[config.mk]
export PLATFORM = sky130hd
export DESIGN_NAME = nios_sysid_checker_tmo
export DESIGN_NICKNAME = d
export VERILOG_FILES = /design/src/rtl/nios_sysid_checker_pkg.sv /design/src/rtl/nios_sysid_checker_tmo.sv
export SDC_FILE = /design/constraint.sdc
export NUM_CORES = 1
export LEC_CHECK = 0
export ABC_CLOCK_PERIOD_IN_PS = 1570
export BUFFER_PORTS_ARGS = -buffer_cell sky130_fd_sc_hd__buf_4
export CAP_MARGIN = 5
export CORE_MARGIN = 2
export CORE_UTILIZATION = 57
export DETAILED_ROUTE_END_ITERATION = 7
export HOLD_SLACK_MARGIN = 0.02
export PLACE_DENSITY_LB_ADDON = 0.25
export SYNTH_ARGS = -nofsm -noshare
export SYNTH_HDL_FRONTEND = slang
export SYNTH_SLANG_ARGS = --single-unit
[constraint.sdc]
create_clock -name i_clk -period 1.57 [get_ports i_clk]
set_input_delay 0 -clock i_clk [delete_from_list [all_inputs] [get_ports i_clk]]
set_output_delay 0 -clock i_clk [all_outputs]
set_load 0.02 [all_outputs]
[src/rtl/nios_sysid_checker_pkg.sv]
// Shared types and constants for the Nios sysid checker: FSM states, slave
// word offsets and default expected values.
package nios_sysid_checker_pkg;

  typedef enum logic [2:0] {
    IDLE,
    ID_REQ,
    ID_WAIT,
    TS_REQ,
    TS_WAIT,
    FIN
  } state_t;

  localparam logic ID_OFS = 1'b0;
  localparam logic TS_OFS = 1'b1;

  localparam logic [31:0] DEF_EXPECTED_ID    = 32'd291;
  localparam logic [31:0] DEF_EXPECTED_TS    = 32'd1435585823;
  localparam int unsigned DEF_TIMEOUT_CYCLES = 255;

  localparam int unsigned CNT_W = 16;

endpackage

[src/rtl/nios_sysid_checker_tmo.sv]
// Per-transaction cycle counter; o_expired flags the last permitted cycle
// that passes without a capture.
module nios_sysid_checker_tmo
  import nios_sysid_checker_pkg::*;
#(
  parameter int unsigned TIMEOUT_CYCLES = DEF_TIMEOUT_CYCLES
) (
  input  logic i_clk,
  input  logic i_rst_n,
  input  logic i_clear,
  input  logic i_enable,
  output logic o_expired
);

  localparam logic [CNT_W-1:0] LAST = CNT_W'(TIMEOUT_CYCLES - 1);

  logic [CNT_W-1:0] r_cnt;

  always_ff @(posedge i_clk or negedge i_rst_n) begin
    if (!i_rst_n) begin
      r_cnt <= '0;
    end else if (i_clear) begin
      r_cnt <= '0;
    end else if (i_enable) begin
      r_cnt <= r_cnt + CNT_W'(1);
    end
  end

  // Fires when this uncaptured cycle would bring the count to TIMEOUT_CYCLES.
  assign o_expired = i_enable && (r_cnt == LAST);

endmodule

==> impl_metrics.ini, run 1 <==
[finish]
final_common_cell = dfrtp_1
largest_reg_flops = 16
fin_cells = 120
final_cell_mix = dfrtp_1 (16), nor2_1 (15), buf_4 (10)
largestRegisters = r_cnt (16)
regMostFlops = r_cnt
drive_above_1_share_pct = 24.0
diodes = 0
nNetsFinal = 111
synthToLayoutAreaGrowth_pct = 21.3

[critical_path]
worstPathCellList = or4_1, nor3_2, buf_4
cp-end-kind = output pin
cp_num_buf_inv = 1
slowest_stage = or4_1
max_stage_delay_ns = 0.53
cp_max_fo = 2
critPathRequiredTime_ns = 1.57
crit_type = flip-flop to output pin
startpoint_type = flip-flop
critPathArrivalTime_ns = 1.56
crit_family = simple AND/OR/NAND/NOR gates

[floorplanning]
die_y_um = 42.9
core_area_mm2 = 0.00147
die_w_um = 42.9
die-area_mm2 = 0.00184
rows = 14
io_pins = 5
start_util_pct = 58.8

[drt]
drt_iter0_markers = 6
drtAntennaViolNets = 0
wl_per_cell_um = 15.0
vias_per_cell = 5.72
dr.pass1.iters = 4
wirelength_mm = 1.80
vias = 686
drcViolationCount = 0

[logic_synthesis]
synth_seq_cells = 16
yosys.area.top_type_share_pct = 46.3
synth.area.top_cells = dfrtp_1 (46%), xnor2_1 (8.1%), nor2_1 (6.9%)
yosysSeqAreaShare_pct = 46.3
netlist_area_um2 = 865
syn-instance-count = 90
yosys.area.top_type = dfrtp_1
synth_area_per_cell_um2 = 9.61
yosysWarnings = 0
synth.distinct_cells = 27
syn_nets = 96

[cts]
clkSlewWorstSetupHoldPaths_ns = 0.09
clock-root-buffer = clkbuf_4
htreeDepth = 1
cts_tree = done
cts.sinks = 16
clockBufferDepth = 2
cts_made_buffers = 3
clk_latency_ns = 0.29

[power_and_ir_drop]
power_frac_comb_pct = 8.8
peakVddDrop_mv = 0.677
p_leak_uw = 0.000427
switchingPower_uw = 176
power_frac_seq_pct = 55.2
internal-power_uw = 591
swShare_pct = 23.0
clockPowerShare_pct = 36.0
powerDensity_mw_per_mm2 = 732

[timing]
fin_skew_ns = 0.00250
max_clock_freq_ghz = 0.641
setup_viol = 0
hold_ws_ns = 0.0981
fin_crit_sh_pct = 99.3
worstMarginPinSlew_ns = 0.314
slew_viol_final = 0
finalHoldViolations = 0
rsz0062_at_grt = true
fin_crit_ns = 1.56
slew_headroom_pct = 78.9
setup_slack_ns = 0.0109

[global_routing]
grt_pass1_vias = 633
grt_start_max_net_pins = 21
grt-ovfl-total = 0
antenna_found_initial = 0
grtUsageTotal_pct = 21.3
grt_pass1_wl_mm = 2.82

[status]
status = finished clean

[job]
maxCapViolCount = 0

[place]
dp_cells = 107
dp_slack_ns = 0.0431
numPortBuffers = 4
place_congestion = 0.769
hpwl_mm = 1.07

[worst_hold_path]
min_path_type = primary input to asynchronous set/reset pin
## area by class of cell
cell class | instances | area [µm²]
multi-input combinational | 66 | 468
fill | 113 | 423
sequential | 16 | 400
timing repair buffer | 13 | 105
clock buffer | 4 | 36.3
tap | 16 | 20.0
inverter | 5 | 18.8
## per-layer routing
layer  wire (µm)  share of wire (%)  vias to the layer above  track usage (%)
met3          43                2.4                        4             2.55
met4          53                2.9                        0             14.5
met5           0                  0                        -                0
met2         914                 51                       12             32.4
met1         787                 44                      332             28.2
li1            -                  -                      338                -
## kinds of logic (layout without fill, tap and decap cells)
kind of cell / Yosys count / count (layout) / share of synthesized area [%]
simple gates: 43 / 43 / 26.0
flops: 16 / 16 / 46.3
xor+xnor: 10 / 10 / 10.1
compound gates: 9 / 9 / 7.96
buf+inv: 8 / 22 / 4.05
fa+ha+maj: 2 / 2 / 2.89
mux: 2 / 2 / 2.60
## through the flow
step	power (µW)	utilization [%]	TNS, ns	instance area, µm²
2_1_floorplan	459	-	0	865
3_3_place_gp	476	61.1	0	898
3_5_place_dp	477	61.1	0	898
4_1_cts	770	68.5	0	1010
5_1_grt	799	71.3	-0.145	1050
6_report	768	71.3	0	1050
## final timing paths
path	cells after the start	endpoint	slack [ns]	from
setup / recovery	3	o_expired	0.01	r_cnt[8]$_DFFE_PN0P_
hold / removal	2	r_cnt[13]$_DFFE_PN0P_	0.1	i_rst_n
setup reg to reg	6	r_cnt[10]$_DFFE_PN0P_	0.06	r_cnt[0]$_DFFE_PN0P_
hold reg to reg	2	r_cnt[7]$_DFFE_PN0P_	0.59	r_cnt[7]$_DFFE_PN0P_
max in group asynchronous	2	r_cnt[6]$_DFFE_PN0P_	1.29	i_rst_n
min in group i_clk	3	r_cnt[1]$_DFFE_PN0P_	0.52	i_enable
## cell usage after synthesis (all sizes together)
master   number
dfrtp        16
nor2         16
xnor2         8
nor3          6
inv           5
nand4         5
nand2         4
a21oi         3
nand3         3
nor4          3
buf           2
ha            2
mux2          2
nor2b         2
o21ai         2
or3           2
xor2          2
a211oi        1
a31o          1
clkbuf        1
nor4bb        1
o2111ai       1
o211ai        1
or4           1
## power groups by stage
stage	logic [µW]	registers [µW]	clock network, µW
3_3_place_gp	43.6	433	0
3_5_place_dp	43.2	433	0
4_1_cts	63.6	423	283
2_1_floorplan	27.2	432	0
6_report	67.6	424	276
5_1_grt	76.8	425	297
## repair_timing
action | CTS | global route
gates resized for setup | 1 | 5
buffers inserted | 5 | 1
endpoints found under the hold margin | 19 | 0
pin swaps | 2 | 3
setup endpoints to repair | 1 | 8
hold buffers | 3 | 0
(Power assumes the default switching activity.)
==> run 2, diff against run 1 <==
--- a/config.mk
+++ b/config.mk
@@ -6,11 +6,11 @@
 export NUM_CORES = 1
 export LEC_CHECK = 0
 export ABC_CLOCK_PERIOD_IN_PS = 1570
-export BUFFER_PORTS_ARGS = -buffer_cell sky130_fd_sc_hd__buf_4
 export CAP_MARGIN = 5
 export CORE_MARGIN = 2
-export CORE_UTILIZATION = 57
+export CORE_UTILIZATION = 59
 export DETAILED_ROUTE_END_ITERATION = 7
+export DONT_BUFFER_PORTS = 1
 export HOLD_SLACK_MARGIN = 0.02
 export PLACE_DENSITY_LB_ADDON = 0.25
 export SYNTH_ARGS = -nofsm -noshare
==> constraint.sdc (replaced) <==
create_clock -name i_clk -period 1.57 [get_ports i_clk]
set_input_delay 0.157 -clock i_clk [delete_from_list [all_inputs] [get_ports i_clk]]
set_output_delay 0.157 -clock i_clk [all_outputs]
set_load 0.02 [all_outputs]
==> impl_metrics.ini, run 2 (same netlist as run 1, synthesis figures left out) <==
[critical_path]
crit_type = flip-flop to output pin
r2r_start = r_cnt[0]$_DFFE_PN0P_
cp-end-kind = output pin
cp_num_buf_inv = 1
worstPathCellList = or4_1, nor3_2, buf_4
critPathRequiredTime_ns = 1.41
critPathArrivalTime_ns = 1.57
max_stage_delay_ns = 0.55
startpoint_type = flip-flop
cp_max_fo = 2
slowest_stage = or4_1
reg2reg_to = r_cnt[6]$_DFFE_PN0P_
r2r_slack_ns = 0.01
crit_family = simple AND/OR/NAND/NOR gates
ff2ff_path_depth = 5

[drt]
dr_wl_met2_um = 839
wl_per_cell_um = 14.3
vias = 687
drtAntennaViolNets = 0
drt_iter0_markers = 21
dr.max_layer_used = met4
wl_met3_um = 50
dr.pass1.iters = 4
vias_per_cell = 5.92
wl_met1_um = 720
drcViolationCount = 0
wirelength_mm = 1.66

[global_routing]
grt_start_max_net_pins = 17
grt-ovfl-total = 0
antenna_found_initial = 0
grt_pass1_wl_mm = 2.96
grtUsageTotal_pct = 21.7
grt_pass1_vias = 705

[timing]
finalHoldViolations = 0
fin_crit_ns = 1.73
fin_skew_ns = 0.00105
rsz0062_at_grt = true
max_clock_freq_ghz = 0.578
worstMarginPinSlew_ns = 0.709
slew_headroom_pct = 52.6
setup_viol = 1
setup_slack_ns = -0.159
fin_crit_sh_pct = 110
slew_viol_final = 0

[cts]
cts.sinks = 16
cts_tree = done
cts_made_buffers = 3
clockBufferDepth = 2
htreeDepth = 1
clk_latency_ns = 0.29
clock-root-buffer = clkbuf_4
clkSlewWorstSetupHoldPaths_ns = 0.10

[power_and_ir_drop]
power_frac_seq_pct = 55.9
p_leak_uw = 0.000419
switchingPower_uw = 171
total_power_uw = 755
powerDensity_mw_per_mm2 = 750
power_frac_comb_pct = 7.1
swShare_pct = 22.7
peakVddDrop_mv = 0.520
internal-power_uw = 584
clockPowerShare_pct = 37.1

[floorplanning]
die_w_um = 42.3
rows = 13
die_y_um = 42.3
start_util_pct = 64.8
io_pins = 5
core_area_mm2 = 0.00133
die-area_mm2 = 0.00179

[place]
place_congestion = 0.777
dp_cells = 103
numPortBuffers = 0
placed_area_um2 = 875
hpwl_mm = 1.02

[finish]
nNetsFinal = 108
final_area_mm2 = 0.00101
final_cell_mix = nor2_1 (16), dfrtp_1 (16), xnor2_1 (8)
largestRegisters = r_cnt (16)
finish.utilization_pct = 75.4
largest_reg_flops = 16
diodes = 0
synthToLayoutAreaGrowth_pct = 16.4
fin_cells = 116
regMostFlops = r_cnt
drive_above_1_share_pct = 19.8

[worst_hold_path]
min_path_type = primary input to flip-flop
hold_end = r_cnt[2]$_DFFE_PN0P_
min_path_cells = 3
hold_path_startpoint = i_enable

[status]
violations = negative setup slack
status = finished, violations left

[job]
maxCapViolCount = 0
## run 2: layer usage
| metal | vias to the layer above | GRT usage, % |
|---|---|---|
| met4 | 0 | 10.0 |
| met3 | 7 | 3.02 |
| li1 | 332 | - |
| met1 | 336 | 30.3 |
| met2 | 12 | 33.5 |
| met5 | - | 0 |
## run 2: final cells by class
cell class              instances  area, µm²
well taps                      15       18.8
flip-flops and latches         16        400
inverters                       5       18.8
fillers                       100        328
clock buffers                   4       36.3
multi-input cells              66        449
repair buffers                 10       82.6
## run 2: per-stage QoR
stage          hold WS, ns  TNS, ns  setup slack (ns)
3_5_place_dp        -0.138        0            0.0454
2_1_floorplan       -0.139        0            0.0124
3_3_place_gp        -0.138        0            0.0828
4_1_cts              0.103   -0.154            -0.140
6_report            0.0959   -0.159            -0.159
5_1_grt              0.147   -0.558            -0.219
## run 2: how the worst max path moves through the flow
stage	startpoint	end	slack [ns]	cells after the start
floorplan	r_cnt[0]$_DFFE_PN0P_	o_expired	0.01	5
global placement	r_cnt[1]$_DFFE_PN0P_	r_cnt[14]$_DFFE_PN0P_	0.08	5
detailed placement	r_cnt[0]$_DFFE_PN0P_	r_cnt[14]$_DFFE_PN0P_	0.05	5
CTS	r_cnt[9]$_DFFE_PN0P_	o_expired	-0.14	3
global route	r_cnt[0]$_DFFE_PN0P_	o_expired	-0.22	6
finish	r_cnt[9]$_DFFE_PN0P_	o_expired	-0.16	3
## run 2: worst register-to-register path, cell delays in order, from the launching register on
cell and delay [ns]:
dfrtp_1 0.36, buf_4 0.13, ha_1 0.18, o2111ai_2 0.25, or3_1 0.39, a21oi_1 0.17
## run 2: power by group through the flow
stage / combinational, µW / clock, µW / sequential [µW]
6_report: 53.3 / 280 / 422
5_1_grt: 62.1 / 294 / 422
4_1_cts: 46.5 / 281 / 423
3_5_place_dp: 19.1 / 0 / 434
3_3_place_gp: 19.8 / 0 / 433
2_1_floorplan: 27.2 / 0 / 432
## run 2: timing repair
item	4_1_cts	5_1_grt
setup endpoints to repair	1	9
pin swaps	2	1
endpoints found under the hold margin	30	0
resized for setup	2	1
setup buffers	4	2
hold buffers	3	0
